File: src/rtl/voice_env_mixer.sv
// rtl/voice_env_mixer.sv - four-voice square-wave mixer producing one 8-bit sample per 4-slot frame
// Define VOICE_ENV_EN to enable the per-voice decaying envelope and its prescaler.
module voice_env_mixer #(
  parameter int DIV_W       = 12,
  parameter int DECAY_SHIFT = 10,
  parameter int ENV_FLOOR   = 16
) (
  input  logic             clk,
  input  logic             rst_n,
  input  logic [1:0]       slot,
  input  logic [DIV_W-1:0] divider,
  output logic [7:0]       sample,
  output logic             sample_valid,
  output logic [3:0]       voice_active
);

  logic [DIV_W-1:0] last_div [4];
  logic [DIV_W-1:0] cnt      [4];
  logic [3:0]       sq;
  logic [7:0]       acc;

  logic             retrig;
  logic [DIV_W-1:0] n_div;
  logic [DIV_W-1:0] n_cnt;
  logic             n_sq;
  logic [5:0]       contrib;

`ifdef VOICE_ENV_EN
  logic [5:0]             env   [4];
  logic [DECAY_SHIFT-1:0] presc [4];
  logic [5:0]             n_env;
  logic [DECAY_SHIFT-1:0] n_presc;
`endif

  assign retrig = (divider != last_div[slot]);

  // Next state of the voice addressed by slot; retrigger outranks silence and toggle.
  always_comb begin
    n_div = last_div[slot];
    n_cnt = cnt[slot];
    n_sq  = sq[slot];
    if (retrig) begin
      n_div = divider;
      n_cnt = '0;
      n_sq  = (divider != '0);
    end else if (divider == '0) begin
      n_cnt = '0;
      n_sq  = 1'b0;
    end else if (cnt[slot] >= divider - DIV_W'(1)) begin
      n_cnt = '0;
      n_sq  = ~sq[slot];
    end else begin
      n_cnt = cnt[slot] + DIV_W'(1);
    end
  end

`ifdef VOICE_ENV_EN
  // The prescaler only runs while the envelope is above the sustain floor.
  always_comb begin
    n_env   = env[slot];
    n_presc = presc[slot];
    if (retrig) begin
      n_presc = '0;
      n_env   = (divider != '0) ? 6'd63 : 6'd0;
    end else if ((divider != '0) && (env[slot] > 6'(ENV_FLOOR))) begin
      if (presc[slot] == '1) begin
        n_env   = env[slot] - 6'd1;
        n_presc = '0;
      end else begin
        n_presc = presc[slot] + DECAY_SHIFT'(1);
      end
    end
  end

  assign contrib = n_sq ? n_env : 6'd0;
`else
  logic unused_cfg;
  assign unused_cfg = ^{DECAY_SHIFT[0], ENV_FLOOR[0]};
  assign contrib    = (n_sq && (n_div != '0)) ? 6'd63 : 6'd0;
`endif

  always_ff @(posedge clk) begin
    if (!rst_n) begin
      for (int v = 0; v < 4; v++) begin
        last_div[v] <= '0;
        cnt[v]      <= '0;
`ifdef VOICE_ENV_EN
        env[v]      <= '0;
        presc[v]    <= '0;
`endif
      end
      sq           <= '0;
      acc          <= '0;
      sample       <= '0;
      sample_valid <= 1'b0;
    end else begin
      last_div[slot] <= n_div;
      cnt[slot]      <= n_cnt;
      sq[slot]       <= n_sq;
`ifdef VOICE_ENV_EN
      env[slot]      <= n_env;
      presc[slot]    <= n_presc;
`endif
      sample_valid   <= 1'b0;
      // Slot 0 always restarts the sum, so a misordered frame self-heals next frame.
      case (slot)
        2'd0: acc <= {2'b00, contrib};
        2'd3: begin
          sample       <= acc + {2'b00, contrib};
          sample_valid <= 1'b1;
        end
        default: acc <= acc + {2'b00, contrib};
      endcase
    end
  end

  for (genvar v = 0; v < 4; v++) begin : g_active
    assign voice_active[v] = (last_div[v] != '0);
  end

endmodule
File: config.mk
export PLATFORM = sky130hd
export DESIGN_NAME = voice_env_mixer
export DESIGN_NICKNAME = d
export VERILOG_FILES = /design/src/rtl/voice_env_mixer.sv
export SDC_FILE = /design/constraint.sdc
export NUM_CORES = 1
export LEC_CHECK = 0
export BUFFER_PORTS_ARGS = -buffer_cell sky130_fd_sc_hd__buf_4
export CAP_MARGIN = 15
export CORE_AREA = 2 2 148 150
export DETAILED_ROUTE_END_ITERATION = 6
export DIE_AREA = 0 0 150 152
export PLACE_DENSITY_LB_ADDON = 0.3
export SLEW_MARGIN = 25
export SYNTH_ARGS = -nofsm -noshare
export SYNTH_HDL_FRONTEND = slang
export SYNTH_SLANG_ARGS = --single-unit
File: constraint.sdc
create_clock -name clk -period 7.11 [get_ports clk]
set_input_delay 0.711 -clock clk [delete_from_list [all_inputs] [get_ports clk]]
set_output_delay 0.711 -clock clk [all_outputs]
set_load 0.01 [all_outputs]
## Word-level counts from Yosys, hierarchy flattened

Memories as Yosys holds them, arrays and structs flattened.
Cells that the tools add are included.

- Logic and storage cells: 50
- Latch bits: 0
- ROM bits: 0
- Memories kept: 2
- Bits in registers: 21
- Bits in writable memories: 96
- Output and inout bits: 13

Memories:

| memory | depth | bits a word | read ports | clocked after Yosys merged registers in | wr ports | line | text |
|---|---|---|---|---|---|---|---|
| cnt | 4 | 12 | 1 | 0 | 4 | 18 | `logic [DIV_W-1:0] cnt [4];` |
| last_div | 4 | 12 | 5 | 0 | 4 | 17 | `logic [DIV_W-1:0] last_div [4];` |

- Div/mod/pow operators: 0
- $lt $le $gt $ge: 3
- Shift-type cells: 0
- Reductions and logical operators: 12
- Mux-type cells: 23
- Multipliers: 0
- Equality and inequality tests: 2
- Bitwise gates (word level): 1
- Add/sub/neg operators: 3

Operators with widths:

| operator | count |
|---|---|
| $mux W12 | 6 |
| $reduce_bool A12 Y1 | 6 |
| $reduce_or A12 Y1 | 2 |
| $pmux W8 S2 | 1 |
| $add A12 B1 Y12 const B | 1 |
| $ge A12 B12 Y1 | 1 |
| $logic_not A12 Y1 | 1 |
| $ne A12 B12 Y1 | 1 |
| $sub A12 B1 Y12 const B | 1 |
| $mux W1 | 10 |
| $add A8 B6 Y8 | 1 |
| $mux W6 | 1 |
| $bwmux W4 | 1 |
| $mux W2 | 2 |
| $lt A2 B3 Y1 const B | 1 |
| $bmux W1 S2 | 1 |
| $demux W1 S2 | 1 |
| $eq A2 B2 Y1 const B | 1 |
| $ge A2 B1 Y1 const B | 1 |
| $logic_and A1 B1 Y1 | 2 |
| $logic_not A2 Y1 | 1 |
| $not A1 Y1 | 1 |

## Logic depth before layout (Yosys ltp)

Gate-level depths: netlist of the first run.

- Depth in word-level cells: 10
- Mapped depth: 22
- Gate-level depth less buffers: 22

## Least setup slack after synthesis of the first run

No wires, ideal clock.

- Kind: input -> register
- Start point: input divider[3]
- End point: register acc[6]
- Library setup time: 0.121 ns
- Slack: 1.910 ns
- Data required time: 6.989 ns
- Buffers on the path: 1
- Arrival time: 5.080 ns
- Stages on the path: 22
- Path through: clkbuf_1 > or3_1 > nor3b_1 > nand2b_1 > nor2_1 > xnor2_1 > ha_1 > a21oi_1 > o211ai_1 > a21oi_1 > a2bb2oi_1 > a21oi_1 > nor2_1 > ha_1 > inv_1 > fa_1 > nor2b_1 > o21ai_0 > a21boi_0 > o21ai_0 > a21oi_1 > mux2_2

- Word-level cells in the longest chain between the ends: 9
- Elaborated cells between the ends (all ways): 14
- Those cells by class: add/sub: 2; order compare: 1; eq/ne: 1; mux: 6; reduce/logical: 4

RTL lines:

| item | line | text |
|---|---|---|
| start: declaration | 11 | `input logic [DIV_W-1:0] divider,` |
| $sub A12 B1 Y12 | 49 | `end else if (cnt[slot] >= divider - DIV_W'(1)) begin` |
| $ge A12 B12 Y1 | 49 |  |
| $mux W1 | 49 |  |
| $mux W1 | 46 | `end else if (divider == '0) begin` |
| $mux W1 | 42 | `if (retrig) begin` |
| $logic_and A1 B1 Y1 * | 79 | `assign contrib = (n_sq && (n_div != '0)) ? 6'd63 : 6'd0;` |
| $mux W6 * | 79 |  |
| $add A8 B6 Y8 * | 112 | `default: acc <= acc + {2'b00, contrib};` |
| $pmux W8 S2 * | 106 | `case (slot)` |
| end signal: assignment | 107 | `2'd0: acc <= {2'b00, contrib};` |
| end signal: assignment | 112 |  |
| end: declaration | 20 | `logic [7:0] acc;` |

Mark *: on every way between the ends. The rest lies on a longest branch, timed or not.
A chain may end at the register's enable or synchronous reset.

## Worst setup path in the final report of the first run

- Start point: input divider[0]
- End point: register sample[6]

- Word-level cells in the longest chain between the ends: 8
- Elaborated cells between the ends (all ways): 13
- Those cells by class: add/sub: 2; order compare: 1; eq/ne: 1; mux: 5; reduce/logical: 4

RTL lines:

| item | line | text |
|---|---|---|
| $sub A12 B1 Y12 | 49 |  |
| $ge A12 B12 Y1 | 49 |  |
| $mux W1 | 49 |  |
| $mux W1 | 46 |  |
| $mux W1 | 42 |  |
| $logic_and A1 B1 Y1 * | 79 |  |
| $mux W6 * | 79 |  |
| $add A8 B6 Y8 * | 109 | `sample <= acc + {2'b00, contrib};` |
| end signal: assignment | 109 |  |
| end: declaration | 12 | `output logic [7:0] sample,` |

Marked as above.

==> flow_summary.ini, run 1 <==
[setup_path]
cp.required_ns = 7.47
cp-start-kind = input port
worstPathArrival_ns = 5.89
crit_slowest_cell = a2111oi_0
crit_type = in2reg
crit_buf_inv = 3
endpoint_kind = register
cp_cell_sequence = buf_4 > inv_1 > ha_1 > nor3b_1 > nand2b_1 > nor2_1 > xnor2_1 > ha_1 > a21oi_1 > o211ai_1 > a21oi_1 > a2bb2oi_1 > a21oi_1 > nor2_1 > ha_1 > inv_1 > fa_1 > nor2b_1 > o21ai_0 > a21boi_0 > o21ai_0 > a2111oi_0 > a311o_1
r2r_start = cnt[3][2]
r2r_cells = 17
cp_max_fo = 8
cpLargestDelayFamily = compound AO/OA/AOI/OAI gates
worstReg2RegEnd = sample[6]
r2r_slack_ns = 2.22
slowest_delay_ns = 0.42

[route]
wl_um = 15500
vias = 4184
drtIter0Drc = 229
viasPerCell = 5.00
drc = 0
drt-pass1-iter-count = 5
wire_per_inst_um = 18.6
ant_nets = 0

[clock_tree]
hold_buffers = 0
cts_sinks = 117
cts_root_buf = clkbuf_16
cts_buffer_depth = 2
clk_pin_slew_ns = 0.05
tritoncts.num_buffers = 17
insertion_delay_ns = 0.42
htreeDepth = 4
cts_tree = done
ctsResizeCount = 0
cts_setup_buffers = 0

[logic_synthesis]
syn_nets = 561
synth_warnings = 0
syn-instance-count = 523
synthTopCellsByCount = edfxtp_1, nor2_1, and2_1
muxShareOfSynthArea_pct = 9.39
synth_most_common_cell = edfxtp_1
async_flop_share_pct = 0
synth_top_family_by_area = simple AND/OR/NAND/NOR gates
synth_area_um2 = 6220
synth_compound_area_share_pct = 6.11
yosys_most_used_dff = edfxtp_1
synth_top_cell_by_area = edfxtp_1
synthAdderAreaFrac_pct = 4.54
yosysTopAreaCellShare_pct = 46.3
syn_area_per_cell_um2 = 11.9
synth_area_leaders = edfxtp_1, mux4_2, dfxtp_1, ha_1, nor2_1
synth-simple-area-share_pct = 19.0
ys_seq_area_share_pct = 53.1
synth_edf_count = 96
synth-xor-area-share_pct = 4.93
ys_types = 49
ys_ff_latch = 117

[finish]
final_core_util_pct = 33.9
diodes = 0
nNetsFinal = 582
final_cell_area_um2 = 7230
post_route_cells_drive_above_1_share_pct = 18.5
area_growth_pct = 16.2

[place]
hpwl_um = 10600
placed_area_um2 = 6680
port_buffers = 28
dpl_worst_slack_ns = 1.18
routabilityCongestion = 0.804

[timing]
final-hold-violation-count = 0
rsz0062_at_grt = false
period_share_pct = 77.8
tightest_slew_ns = 0.986
fin_setup_tns_ns = 0
setup-violations-final = 0
max_slew_margin_pct = 34.0
maxSlewViolCount = 0
worst_clock_skew_ns = 0.0103
holdWs_ns = 0.476
min_period_ns = 5.53
layout_setup_ws_ns = 1.58
max_freq_mhz = 181

[worst_hold_path]
hold_start = sq[0]
min_path_type = reg2reg
worstHoldEndpoint = sq[0]
min_path_cells = 2

[global_routing]
grt_max_degree = 43
grt_overflow = 0
grt_pass1_wl_um = 24100
grt_pass1_vias = 4430
track_usage_pct = 14.1
antenna_found_initial = 0

[floorplanning]
fp.coreArea_um2 = 21400
initial_core_util_pct = 29.1
die_y_um = 152
dieArea_um2 = 22800
die_w_um = 150
ios = 29
rows = 54

[outcome]
status = finished clean

[power_and_ir_drop]
power-per-cell-area_nw_per_um2 = 257
power_leakage_uw = 0.00257
peakVddDrop_mv = 0.153

[run]
drv_cap = 0
==> power by group <==
part / total, uW / switching [uW] / internal, uW
Clock: 798 / 293 / 505
Combinational: 238 / 141 / 97.0
Sequential: 818 / 25.2 / 793
==> metal layers <==
metal  global-route usage (%)  wire [um]  up-vias
li1                         -          -     1975
met1                     17.6       6710     2079
met2                     23.0       7680      114
met3                     3.90        921       16
met4                     5.53        214        0
met5                        0          0        -
==> cell usage in the layout (no fill, tap or decap), types with 7 or more instances in the layout <==
master and count:
or2_2 7, xor2_1 22, nor3_2 8, nor3_1 16
edfxtp_1 96, nor2b_1 7, ha_1 21, inv_1 12
nand3_1 17, mux4_2 25, o21ai_0 14, nor4_1 12
nor2_1 61, nand2_1 24, xnor2_1 13, dfxtp_1 21
clkbuf_16 17, buf_4 32, a21oi_1 20, and3_1 13
and2_1 34
==> per-stage QoR <==
step,cells,total power [uW]
final,837,1850
after global routing,837,1930
after CTS,837,1870
after detailed placement,805,1070
after global placement,805,1060
after floorplan,523,993
==> sequential cells by signal, summed over array words and instances (netlist names) <==
register,count
acc,8
sample_valid,1
sq,4
cnt,48
last_div,48
sample,8
==> how the worst max path moves through the flow <==
stage,startpoint,to,slack (ns),cells after the start
after global routing,slot[0],sample[6],1.05,18
after floorplan,divider[3],acc[6],1.91,22
after CTS,divider[0],sample[6],1.61,23
after global placement,divider[1],sample[6],1.36,23
after detailed placement,slot[0],sample[6],1.18,18
final,divider[0],sample[6],1.58,23
==> cell type report <==
class                           count  area, um^2
Clock buffer                       19         433
Tap cell                          280         350
Multi-Input combinational cell    364        2740
Inverter                           12        45.0
Sequential cell                   117        3300
Clock inverter                     13         115
Timing Repair Buffer               32         240
Fill cell                        2170       14100
==> worst min-delay path: stages, from the launching register on <==
cell and delay (ns):
dfxtp_1 0.31, inv_1 0.05, o32ai_1 0.06
==> cells by family (layout without fill, tap and decap cells) <==
| logic type | Yosys count | after routing |
|---|---|---|
| buffers and inverters | 42 | 76 |
| and+or+nand+nor | 220 | 220 |
| DFF | 117 | 117 |
| adders and majority gates | 22 | 22 |
| muxes | 27 | 27 |
| xor gates and xnor gates | 35 | 35 |
| AOI/OAI and AO/OA | 60 | 60 |
Power figures use the tool's default switching activity.
==> inputs of run 2 (changes only) <==
- clock period: 7.11 -> 5.7 ns (I/O delays scaled with it)
==> run 2 against run 1 <==
Effect of this change: sequential cell count is the same; sequential share of layout area shrank 0.60 points; critical path depth shrank 2; setup slack lost 1.1 ns; final cell count grew 0.84%; die area is the same; critical endpoint is now acc[6].
==> flow_summary.ini, run 2 (same netlist as run 1, synthesis figures left out) <==
[place]
placed_area_um2 = 6730
dp.cells = 812
routabilityCongestion = 0.805
port_buffers = 28
hpwl_um = 10300

[clock_tree]
cts_setup_buffers = 0
htreeDepth = 4
hold_buffers = 0
tritoncts.num_buffers = 17
cts_root_buf = clkbuf_16
ctsResizeCount = 0
insertion_delay_ns = 0.41
cts_buffer_depth = 2
clk_pin_slew_ns = 0.06
cts_tree = done
cts_sinks = 117

[global_routing]
grt_overflow = 0
track_usage_pct = 13.8
antenna_found_initial = 0
grt_max_degree = 39
grt_pass1_wl_um = 23800
grt_pass1_vias = 4360

[worst_hold_path]
min_path_type = reg2reg

[floorplanning]
die_w_um = 150
die_y_um = 152
rows = 54
initial_core_util_pct = 29.1
fp.coreArea_um2 = 21400
ios = 29
dieArea_um2 = 22800

[setup_path]
crit_top_cell = a21oi_1
endpoint_kind = register
crit_slowest_cell = a21oi_1
cp_cell_sequence = buf_4 > or3_1 > nor3b_1 > nand2b_1 > nor2b_1 > xnor2_1 > ha_1 > a21o_1 > a21oi_1 > nor2b_1 > a21oi_1 > a21oi_1 > nor2_1 > buf_4 > ha_1 > nor2b_1 > o21ai_0 > a21boi_0 > o21ai_0 > a21oi_1 > mux2_2
worstPathArrival_ns = 5.49
cp_max_fo = 8
cp-start-kind = input port
slowest_delay_ns = 0.52
crit_type = in2reg
cp.required_ns = 6.00

[route]
wl_um = 15100
drtIter0Drc = 275
drt-pass1-iter-count = 4
vias = 4190
wire_per_inst_um = 17.9
ant_nets = 0
drc = 0
viasPerCell = 4.96

[finish]
final_cell_area_um2 = 7320
stdcell_count = 844
post_route_cells_drive_above_1_share_pct = 20.2
multiInputGateArea_um2 = 2740
regArea_um2 = 3300
mostFrequentLayoutCells = edfxtp_1, nor2_1, buf_4
layout_commonest_cell = edfxtp_1
diodes = 0
fillerInstances = 2160
top_regs = cnt: 48 flops, last_div: 48 flops
area_growth_pct = 17.7
nNetsFinal = 589

[timing]
final-hold-violation-count = 0
maxSlewViolCount = 0
rsz0062_at_grt = false
min_period_ns = 5.19
tightest_slew_ns = 0.853
worst_clock_skew_ns = 0.00885
fin_setup_tns_ns = 0
period_share_pct = 91.1
setup-violations-final = 0
max_slew_margin_pct = 43.0
max_freq_mhz = 193

[power_and_ir_drop]
peakVddDrop_mv = 0.198
power-per-cell-area_nw_per_um2 = 326
power_leakage_uw = 0.00262
total_power_uw = 2390

[outcome]
status = finished clean

[run]
drv_cap = 0
## run 2: cell count changes in the layout (fill, tap and decap cells not counted), sizes merged
| cell | delta |
|---|---|
| buf | +7 |
| bufinv | +1 |
| clkinvlp | -1 |
## run 2: final timing paths
path | cells after the start | to | slack (ns) | startpoint
worst max-delay path | 21 | acc[6] | 0.51 | divider[3]
worst min-delay path | 2 | sq[1] | 0.47 | sq[1]
worst max register to register | 17 | acc[6] | 1.03 | cnt[1][2]
worst min register to register | 2 | sq[1] | 0.47 | sq[1]
## run 2: report_power, final
| group | total (uW) | switching, uW | internal (uW) |
|---|---|---|---|
| Combinational | 297 | 174 | 123 |
| Sequential | 1020 | 29.9 | 989 |
| Clock | 1070 | 385 | 685 |
## run 2: layout make-up
| type | count | area share, % |
|---|---|---|
| Clock buffer | 19 | 5.91 |
| Clock inverter | 13 | 2.17 |
| Inverter | 12 | 0.615 |
| Multi-Input combinational cell | 364 | 37.4 |
| Sequential cell | 117 | 45.1 |
| Tap cell | 280 | 4.78 |
| Timing Repair Buffer | 39 | 4.00 |
## run 2: critical path: cells and delay by family
kind            cells  cell delay (ns)
mux                 1             0.34
compound gates      8             1.89
fa+ha+maj           2             0.61
simple gates        7             1.58
xor+xnor            1             0.16
buf+inv             2             0.34
## run 2: routing by layer
layer  wire length [um]  vias to the layer above  GRT usage (%)
met5                  0                        -              0
met4                163                        0           3.77
met3                723                       12           3.81
met2               7460                      102           22.4
met1               6760                     2086           18.1
li1                   -                     1990              -
## run 2: stage by stage
stage,hold slack [ns],utilization [%],worst slack [ns]
after global placement,0.445,31.5,0.353
after CTS,0.472,34.3,0.585
after global routing,0.481,34.3,0.123
final,0.474,34.3,0.509
after floorplan,0.431,-,0.641
after detailed placement,0.463,31.5,0.177
